[config.mk]
export PLATFORM = sky130hd
export DESIGN_NAME = i2c_slave_regfile
export DESIGN_NICKNAME = d
export VERILOG_FILES = /design/src/rtl/i2c_slave_regfile.sv
export SDC_FILE = /design/constraint.sdc
export NUM_CORES = 1
export LEC_CHECK = 0
export ABC_AREA = 1
export CORE_ASPECT_RATIO = 1.2
export CORE_UTILIZATION = 30
export CTS_CLUSTER_SIZE = 12
export DETAILED_ROUTE_END_ITERATION = 12
export PLACE_DENSITY = 0.43
export SLEW_MARGIN = 40
export SYNTH_ARGS = -nofsm -noshare
export SYNTH_HDL_FRONTEND = slang
export SYNTH_SLANG_ARGS = --single-unit
[constraint.sdc]
create_clock -name clock -period 6.6 [get_ports clock]
set_input_delay 0.66 -clock clock [delete_from_list [all_inputs] [get_ports clock]]
set_output_delay 0.66 -clock clock [all_outputs]
set_load 0.02 [all_outputs]
[src/rtl/i2c_slave_regfile.sv]
// I2C target answering one 7-bit address and exposing a bank of byte registers.
// Optional macro I2C_SLAVE_GLITCH_FILTER_EN adds a 3-sample filter on SCL/SDA.
module i2c_slave_regfile #(
    parameter logic [6:0] SLAVE_ADDRESS = 7'h3C,
    parameter int REG_ADDR_BITS = 4
) (
    input  logic                     clock,
    input  logic                     reset,
    input  logic                     SCL,
    input  logic                     sdaIn,
    output logic                     sdaDriven,
    input  logic [REG_ADDR_BITS-1:0] localAddr,
    output logic [7:0]               localData,
    output logic                     writeStrobe,
    output logic [REG_ADDR_BITS-1:0] writeReg,
    output logic [7:0]               writeData,
    output logic                     busy
);

    localparam int DEPTH = 2 ** REG_ADDR_BITS;
    localparam logic [REG_ADDR_BITS-1:0] PTR_ONE = REG_ADDR_BITS'(1);

    typedef enum logic [2:0] {
        IDLE, ADDR, ACK_ADDR, REG, WDATA, ACK_BYTE, RDATA, RACK
    } stateType;

    stateType state, stateNext;
    logic [1:0] sclSync, sdaSync;
    logic busScl, busSda, sclPrev, sdaPrev;
    logic sclRise, sclFall, startCond, stopCond;
    logic [3:0] bitCnt, bitCntNext;
    logic [7:0] shiftReg, shiftNext, txByte, txNext, rxByte;
    logic [REG_ADDR_BITS-1:0] pointer, pointerNext, ptrInc;
    logic [REG_ADDR_BITS-1:0] writeRegNext;
    logic [7:0] writeDataNext, curReg, incReg;
    logic rw, rwNext, ackPhase, ackPhaseNext;
    logic sdaDrivenNext, busyNext, strobeNext, regWe;
    logic [7:0] regs [DEPTH];

    // Two-flop synchronizers; idle bus level is high
    always_ff @(posedge clock) begin
        if (reset) begin
            sclSync <= 2'b11;
            sdaSync <= 2'b11;
        end else begin
            sclSync <= {sclSync[0], SCL};
            sdaSync <= {sdaSync[0], sdaIn};
        end
    end

`ifdef I2C_SLAVE_GLITCH_FILTER_EN
    logic [2:0] sclHist, sdaHist;
    logic sclFilt, sdaFilt;

    // Output follows input only after three identical samples
    always_ff @(posedge clock) begin
        if (reset) begin
            sclHist <= 3'b111;
            sdaHist <= 3'b111;
            sclFilt <= 1'b1;
            sdaFilt <= 1'b1;
        end else begin
            sclHist <= {sclHist[1:0], sclSync[1]};
            sdaHist <= {sdaHist[1:0], sdaSync[1]};
            if (&sclHist) sclFilt <= 1'b1;
            else if (~|sclHist) sclFilt <= 1'b0;
            if (&sdaHist) sdaFilt <= 1'b1;
            else if (~|sdaHist) sdaFilt <= 1'b0;
        end
    end

    assign busScl = sclFilt;
    assign busSda = sdaFilt;
`else
    assign busScl = sclSync[1];
    assign busSda = sdaSync[1];
`endif

    // Previous bus levels for edge and condition detection
    always_ff @(posedge clock) begin
        if (reset) begin
            sclPrev <= 1'b1;
            sdaPrev <= 1'b1;
        end else begin
            sclPrev <= busScl;
            sdaPrev <= busSda;
        end
    end

    assign sclRise   = busScl & ~sclPrev;
    assign sclFall   = ~busScl & sclPrev;
    assign startCond = sclPrev & busScl & sdaPrev & ~busSda;
    assign stopCond  = sclPrev & busScl & ~sdaPrev & busSda;
    assign rxByte    = {shiftReg[6:0], busSda};
    assign ptrInc    = pointer + PTR_ONE;
    assign curReg    = regs[pointer];
    assign incReg    = regs[ptrInc];
    assign localData = regs[localAddr];

    // State and datapath registers
    always_ff @(posedge clock) begin
        if (reset) begin
            state       <= IDLE;
            bitCnt      <= '0;
            shiftReg    <= '0;
            txByte      <= '0;
            pointer     <= '0;
            rw          <= 1'b0;
            ackPhase    <= 1'b0;
            sdaDriven   <= 1'b0;
            busy        <= 1'b0;
            writeStrobe <= 1'b0;
            writeReg    <= '0;
            writeData   <= '0;
        end else begin
            state       <= stateNext;
            bitCnt      <= bitCntNext;
            shiftReg    <= shiftNext;
            txByte      <= txNext;
            pointer     <= pointerNext;
            rw          <= rwNext;
            ackPhase    <= ackPhaseNext;
            sdaDriven   <= sdaDrivenNext;
            busy        <= busyNext;
            writeStrobe <= strobeNext;
            writeReg    <= writeRegNext;
            writeData   <= writeDataNext;
        end
    end

    // Register bank, cleared by reset, written by bus data bytes
    always_ff @(posedge clock) begin
        if (reset) begin
            for (int i = 0; i < DEPTH; i++) regs[i] <= '0;
        end else if (regWe) begin
            regs[pointer] <= rxByte;
        end
    end

    // Protocol sequencing; START/STOP override every state
    always_comb begin
        stateNext     = state;
        bitCntNext    = bitCnt;
        shiftNext     = shiftReg;
        txNext        = txByte;
        pointerNext   = pointer;
        rwNext        = rw;
        ackPhaseNext  = ackPhase;
        sdaDrivenNext = sdaDriven;
        busyNext      = busy;
        strobeNext    = 1'b0;
        writeRegNext  = writeReg;
        writeDataNext = writeData;
        regWe         = 1'b0;
        if (startCond || stopCond) begin
            stateNext     = startCond ? ADDR : IDLE;
            bitCntNext    = '0;
            ackPhaseNext  = 1'b0;
            sdaDrivenNext = 1'b0;
            busyNext      = 1'b0;
        end else begin
            unique case (state)
                IDLE: begin
                end
                ADDR: if (sclRise) begin
                    shiftNext  = rxByte;
                    bitCntNext = bitCnt + 4'd1;
                    if (bitCnt == 4'd7) begin
                        bitCntNext = '0;
                        if (rxByte[7:1] == SLAVE_ADDRESS) begin
                            stateNext = ACK_ADDR;
                            busyNext  = 1'b1;
                            rwNext    = rxByte[0];
                        end else begin
                            stateNext = IDLE;
                        end
                    end
                end
                ACK_ADDR: if (sclFall) begin
                    if (!ackPhase) begin
                        sdaDrivenNext = 1'b1;
                        ackPhaseNext  = 1'b1;
                    end else if (rw) begin
                        ackPhaseNext  = 1'b0;
                        stateNext     = RDATA;
                        sdaDrivenNext = ~curReg[7];
                        txNext        = {curReg[6:0], 1'b0};
                        bitCntNext    = 4'd1;
                    end else begin
                        ackPhaseNext  = 1'b0;
                        stateNext     = REG;
                        sdaDrivenNext = 1'b0;
                        bitCntNext    = '0;
                    end
                end
                REG: if (sclRise) begin
                    shiftNext  = rxByte;
                    bitCntNext = bitCnt + 4'd1;
                    if (bitCnt == 4'd7) begin
                        pointerNext = rxByte[REG_ADDR_BITS-1:0];
                        stateNext   = ACK_BYTE;
                        bitCntNext  = '0;
                    end
                end
                WDATA: if (sclRise) begin
                    shiftNext  = rxByte;
                    bitCntNext = bitCnt + 4'd1;
                    if (bitCnt == 4'd7) begin
                        regWe         = 1'b1;
                        strobeNext    = 1'b1;
                        writeRegNext  = pointer;
                        writeDataNext = rxByte;
                        pointerNext   = ptrInc;
                        stateNext     = ACK_BYTE;
                        bitCntNext    = '0;
                    end
                end
                ACK_BYTE: if (sclFall) begin
                    if (!ackPhase) begin
                        sdaDrivenNext = 1'b1;
                        ackPhaseNext  = 1'b1;
                    end else begin
                        ackPhaseNext  = 1'b0;
                        sdaDrivenNext = 1'b0;
                        stateNext     = WDATA;
                        bitCntNext    = '0;
                    end
                end
                RDATA: if (sclFall) begin
                    if (bitCnt == 4'd8) begin
                        sdaDrivenNext = 1'b0;
                        stateNext     = RACK;
                        bitCntNext    = '0;
                    end else begin
                        sdaDrivenNext = ~txByte[7];
                        txNext        = {txByte[6:0], 1'b0};
                        bitCntNext    = bitCnt + 4'd1;
                    end
                end
                RACK: if (sclRise) begin
                    if (!busSda) begin
                        pointerNext = ptrInc;
                        txNext      = incReg;
                        stateNext   = RDATA;
                        bitCntNext  = '0;
                    end else begin
                        stateNext = IDLE;
                        busyNext  = 1'b0;
                    end
                end
            endcase
        end
    end

endmodule

==> metrics, run 1 <==
xor/xnor share of the synthesized area=0.303%; CP Capture Type=primary output; max frequency=0.260 GHz; clk sinks=181; Yosys reg bits=181; largest family of logic cells by synthesized area=simple AND/OR/NAND/NOR gates; # resized after CTS=0; postcts setup bufs=0; via count=9,965; Seq/Total Area, Yosys=45.7%; Die Wd=175 um; DRC=0; Synth Flop Type=edfxtp_1; clk_lat worst skew=0.45 ns; Post-Layout Cell Count=1,894; Leakage=4.53 nW; CP Max Fanout=19; DP Cell Count=1,862; pwr/cell area=211 mW/mm^2; WL final=41,300 um; Worst Path Required=5.94 ns; slowest CP cell=clkdlybuf4s50_1; Rows=75; core area=0.0351 mm^2; Chip Height=209 um; initial antenna violation count=1; post-synthesis compound-gate area fraction=18.0%; Yosys warnings=0; clk root buf=clkbuf_16; area added between synthesis and finish=11.3%; post-synthesis mux area share=0%; Antenna Nets Post-Route=0; most frequent cell after synthesis=nand2_1; Via density=5.26; slowest stage delay, CP=0.99 ns; critical path, cell by cell=clkdlybuf4s50_1 > inv_1 > nand2_1 > o221ai_1 > o21ai_0 > clkdlybuf4s50_1; PnR Total Power=0.00252 W; ANT cells=0; crit share post-route=58.4%; Cells after Synth=1,448; setup violators final=0; IO buf count=30; Setup TNS=0 ns; ratio of cells with drive above 1 in the final layout=6.91%; CP startpoint kind=input port; Hold Path Class=flip-flop to flip-flop; Commonest cells post-synth=nand2_1 (303), nor2_1 (191), nand3_1 (151); dominant cells by area after synthesis=edfxtp_1 (36%), nand2_1 (11%), dfxtp_1 (9.9%); initial core utilization=30.6%; RePlAce Congestion=0.907; Power Internal=0.00185 W; cell accounting for the most synthesized area=edfxtp_1; Slew HR=44.1%; Final Hold Fails=0; status=completed; distinct cell type count of the synthesized netlist=36; Max VDD drop=0.173 mV; die area=0.0365 mm^2; layout filler cell count=3,786; DP Area=0.0114 mm^2; first-pass GRT wire length=61,400 um; shortest period the worst path allows=3.85 ns; first-iteration detailed-routing DRC count=1,041; WP data arrival=3.19 ns; Avg Inst Size Synth=7.41 um^2; pin count of the biggest net entering global routing=90; CTS Buf Count=17; Psw=0.000671 W; Synth Area in Simple Gates=27.1%; gr usage total=22.8%; switching share of total power=26.6%; CTS H-Tree Depth=4; Overflow after GRT=0; vias in the first global route=9,411; final instance area=0.0120 mm^2; # IOs=31; Final Slew Violations=0; syn_nets=1,462; Post-Synthesis Cell Area=0.0107 mm^2; max_cap viols=0; clk slew on worst S/H paths=0.07 ns; Final HPWL DP=28,300 um; kind of critical path=input port to primary output; Logic pwr share=8.1%; drt pass-1 iters=6; Nets=1,433; sequential power share=50.4%; Post-synth EDFFs=128; Tightest Pin Transition=0.839 ns; unrepaired setup endpoints after global routing=no; Clock Skew=0.0148 ns; Routed WL per cell=21.8 um; CP dominant cell by count=clkdlybuf4s50_1; # hold bufs at CTS=0; Adder-Cell Fraction of Synth Area=0.699%; Longest Clk Path Bufs=2; clock power share=41.6%; Post-synth ARST share=0%; CTS tree=done; share of the synthesized area in the top cell type=35.8%
area by class of cell:
cell class                 instances  area [um^2]  share of cell area [%]
inverter                         137          522                    4.37
clock buffer                      19          464                    3.88
timing repair buffer              46          408                    3.41
sequential                       181         4910                    41.1
clock inverter                    13          123                    1.03
tap                              462          578                    4.84
multi-input combinational       1036         4950                    41.4
cell usage in the layout, fill, tap and decap left out, types with 4 or more instances in the layout:
cell type | Yosys | final
a21oi_1 | 140 | 140
buf_4 | 0 | 17
clkbuf_16 | 0 | 18
clkdlybuf4s50_1 | 0 | 27
clkinv_1 | 8 | 4
clkinv_2 | 0 | 5
dfxtp_1 | 53 | 51
edfxtp_1 | 128 | 128
ha_1 | 6 | 6
inv_1 | 124 | 123
inv_2 | 4 | 5
inv_6 | 0 | 5
nand2_1 | 303 | 303
nand2_2 | 17 | 17
nand3_1 | 151 | 151
nor2_1 | 191 | 190
nor2_8 | 4 | 4
nor3_1 | 4 | 4
o211ai_1 | 50 | 50
o21ai_0 | 132 | 132
o221ai_1 | 11 | 11
or2_2 | 5 | 5
worst max-delay path, delay by kind of cell:
kind / cells / cell delay, ns
AO/OA/AOI/OAI: 2 / 0.30
AND/OR/NAND/NOR: 1 / 0.17
buffers and inverters: 3 / 2.05
metal layers:
layer	share of wire (%)	global-route usage (%)	vias up
li1	-	-	4826
met1	44	30.9	4673
met5	0.094	0	-
met4	2.7	7.59	2
met2	47	37.6	406
met3	5.8	2.82	58
sequential cells by signal, summed over array words and instances (netlist names), named ones only:
signal       flops
state            3
sdaPrev          1
sclSync          2
shiftReg         7
txByte           8
busy             1
writeReg         4
rw               1
writeData        8
writeStrobe      1
pointer          4
ackPhase         1
sdaSync          2
sdaDriven        1
sclPrev          1
bitCnt           4
regs           128
stage by stage:
stage | hold WS (ns) | utilization [%] | worst slack (ns)
after floorplan | 0.389 | - | 3.95
after global placement | 0.393 | 32.4 | 2.73
after detailed placement | 0.403 | 32.4 | 2.76
after CTS | 0.420 | 34.1 | 2.75
after global routing | 0.437 | 34.0 | 2.60
final | 0.413 | 34.0 | 2.75
kinds of logic after synthesis:
| kind of cell | count (synthesis) |
|---|---|
| and+or+nand+nor | 682 |
| AOI/OAI and AO/OA | 346 |
| buffers and inverters | 231 |
| DFF | 181 |
| adders and majority gates | 6 |
| xor gates and xnor gates | 2 |
worst paths after layout:
check | slack (ns) | cells past startpoint | to | startpoint
min | 0.41 | 1 | sclSync[1] | sclSync[0]
max reg2reg | 2.97 | 14 | txByte[2] | pointer[0]
max | 2.75 | 6 | localData[3] | localAddr[2]
min reg2reg | 0.41 | 1 | sclSync[1] | sclSync[0]
power by group through the flow:
stage	sequential, W	combinational, W	clock [W]
2_1_floorplan	0.00128	0.000132	0
3_3_place_gp	0.00129	0.000204	0
3_5_place_dp	0.00129	0.000203	0
4_1_cts	0.00127	0.000204	0.00107
5_1_grt	0.00127	0.000226	0.00110
6_report	0.00127	0.000204	0.00105
(Power assumes the default switching activity.)
==> run 2: changes to the inputs <==
clock period = 3.7 ns   (was 6.6 ns; I/O delays follow)
==> metrics, run 2 (synthesis results as in run 1) <==
area added between synthesis and finish=12.1% (was 11.3%); Chip Height=209 um (unchanged); clk root buf=clkbuf_16 (unchanged); Longest Clk Path Bufs=2 (unchanged); CP startpoint kind=input port (unchanged); layout filler cell count=3,769 (was 3,786); R2R Setup Slk=0.85 ns (was 2.97 ns); Hold Startpoint=sdaSync[0] (was sclSync[0]); crit share post-route=78.0%; reg-to-reg endpoint=regs[2][1] (was txByte[2]); critical path, cell by cell=buf_4 > buf_12 > a21oi_1 > o21ai_0 > nand2_1 > o221ai_1 > nand2_1 > clkdlybuf4s50_1 (was clkdlybuf4s50_1 > inv_1 > nand2_1 > o221ai_1 > o21ai_0 > clkdlybuf4s50_1); drt pass-1 iters=5 (was 6); WP data arrival=2.52 ns (was 3.19 ns); kind of critical path=input port to primary output (unchanged); IO buf count=30 (unchanged); Logic pwr share=8.3% (was 8.1%); pwr/cell area=372 mW/mm^2 (was 211 mW/mm^2); leading cell type in the layout, fill and taps excluded=nand2_1 (unchanged); Clock Skew=0.0127 ns (was 0.0148 ns); Most flops, register=regs (unchanged); clk slew on worst S/H paths=0.08 ns (was 0.07 ns); Tightest Pin Transition=0.829 ns (was 0.839 ns); Psw=0.00121 W (was 0.000671 W); hold depth=1 (unchanged); # IOs=31 (unchanged); vias in the first global route=9,271 (was 9,411); Final Slew Violations=0 (unchanged); Via density=5.19 (was 5.26); worst hold slack=0.412 ns (was 0.413 ns); Setup TNS=0 ns (unchanged); most frequent cells in the layout=nand2_1 (303), nor2_1 (191), nand3_1 (151) (was nand2_1 (303), nor2_1 (190), nand3_1 (151)); initial core utilization=30.6% (unchanged); Final Hold Fails=0 (unchanged); slowest stage delay, CP=0.57 ns (was 0.99 ns); ratio of cells with drive above 1 in the final layout=7.15% (was 6.91%); r2r worst-path depth=11 (was 14); Min-Delay Endpoint=sdaSync[1] (was sclSync[1]); PnR Total Power=0.00448 W (was 0.00252 W); Final HPWL DP=28,600 um (was 28,300 um); Rows=75 (unchanged); max frequency=0.346 GHz; setup violators final=0 (unchanged); CP Capture Type=primary output (unchanged); CTS tree=done (unchanged); CTS Buf Count=17 (unchanged); CTS H-Tree Depth=4 (unchanged); postcts setup bufs=0 (unchanged); switching share of total power=27.0% (was 26.6%); RePlAce Congestion=0.862 (was 0.907); CP Max Fanout=83 (was 19); slowest CP cell=buf_4 (was clkdlybuf4s50_1); max_cap viols=0 (unchanged); RR Startpoint=bitCnt[0] (was pointer[0]); # resized after CTS=0 (unchanged); Overflow after GRT=0 (unchanged); Antenna Nets Post-Route=0 (unchanged); # hold bufs at CTS=0 (unchanged); ANT cells=0 (unchanged); core area=0.0351 mm^2 (unchanged); sequential power share=50.5% (was 50.4%); first-pass GRT wire length=60,900 um (was 61,400 um); WL final=40,400 um (was 41,300 um); CP dominant cell by count=nand2_1 (was clkdlybuf4s50_1); via count=9,863 (was 9,965); shortest period the worst path allows=2.89 ns; first-iteration detailed-routing DRC count=1,011 (was 1,041); Largest register FFs=128 (unchanged); clk sinks=181 (unchanged); Die Wd=175 um (unchanged); DRC=0 (unchanged); die area=0.0365 mm^2 (unchanged); Hold Path Class=flip-flop to flip-flop (unchanged); status=completed (unchanged); initial antenna violation count=0 (was 1); Routed WL per cell=21.3 um (was 21.8 um); Nets=1,441 (was 1,433); clk_lat worst skew=0.45 ns (about the same); Max VDD drop=0.248 mV (was 0.173 mV); unrepaired setup endpoints after global routing=no (unchanged); gr usage total=22.6% (was 22.8%); Power Internal=0.00327 W (was 0.00185 W); pin count of the biggest net entering global routing=84 (was 90); Largest regs=regs: 128 flops, txByte: 8 flops, writeData: 8 flops (unchanged); Slew HR=44.5% (was 44.1%); clock power share=41.1% (was 41.6%); Worst Path Required=3.33 ns (was 5.94 ns); Leakage=4.57 nW (was 4.53 nW)
run 2: cell types whose count changed in the layout (fill, tap and decap cells not counted), moves of 2 or more:
cell,previous run,this run
buf_12,0,3
inv_8,3,1
buf_4,17,22
clkinv_1,4,6
run 2: per-stage QoR:
stage	setup WS, ns	utilization (%)	cell area (um^2)	cells
floorplan	1.47	-	10700	1448
global placement	0.812	32.6	11500	1870
detailed placement	0.832	32.7	11500	1870
CTS	0.798	34.3	12000	1902
global route	0.589	34.3	12000	1902
finish	0.813	34.3	12000	1902
run 2: critical path, delay by kind of cell:
| family | cells | cell delay (ns) |
|---|---|---|
| buffers and inverters | 3 | 1.41 |
| AND/OR/NAND/NOR | 2 | 0.25 |
| AO/OA/AOI/OAI | 3 | 0.45 |
run 2: worst max-delay path by stage:
stage                       from      endpoint  slack (ns)  cells after the start
finish              localAddr[0]  localData[7]        0.81                      8
global route           bitCnt[0]    regs[2][1]        0.59                     11
CTS                    bitCnt[0]    regs[2][1]        0.80                     11
detailed placement     bitCnt[0]    regs[2][5]        0.83                     11
global placement    localAddr[0]  localData[7]        0.81                      8
floorplan             pointer[0]     txByte[5]        1.47                     15
run 2: layer usage:
metal,wire (um),GRT usage (%),vias up
met5,0,0,-
met4,1280,8.88,0
met3,2230,2.97,59
met2,18700,36.5,349
met1,18200,30.6,4623
li1,-,-,4832
run 2: final cells by class:
cell class | count | area (um^2) | area share [%]
clock buffers | 19 | 464 | 3.86
clock inverters | 13 | 111 | 0.925
inverters | 137 | 520 | 4.32
multi-input cells | 1036 | 4950 | 41.1
flip-flops and latches | 181 | 4910 | 40.8
well taps | 462 | 578 | 4.80
repair buffers | 54 | 510 | 4.24
run 2: power groups by stage:
stage / clock [W] / sequential, W / combinational, W
after floorplan: 0 / 0.00228 / 0.000235
after global routing: 0.00195 / 0.00227 / 0.000413
after CTS: 0.00188 / 0.00226 / 0.000371
after global placement: 0 / 0.00231 / 0.000371
final: 0.00184 / 0.00226 / 0.000373
after detailed placement: 0 / 0.00231 / 0.000370
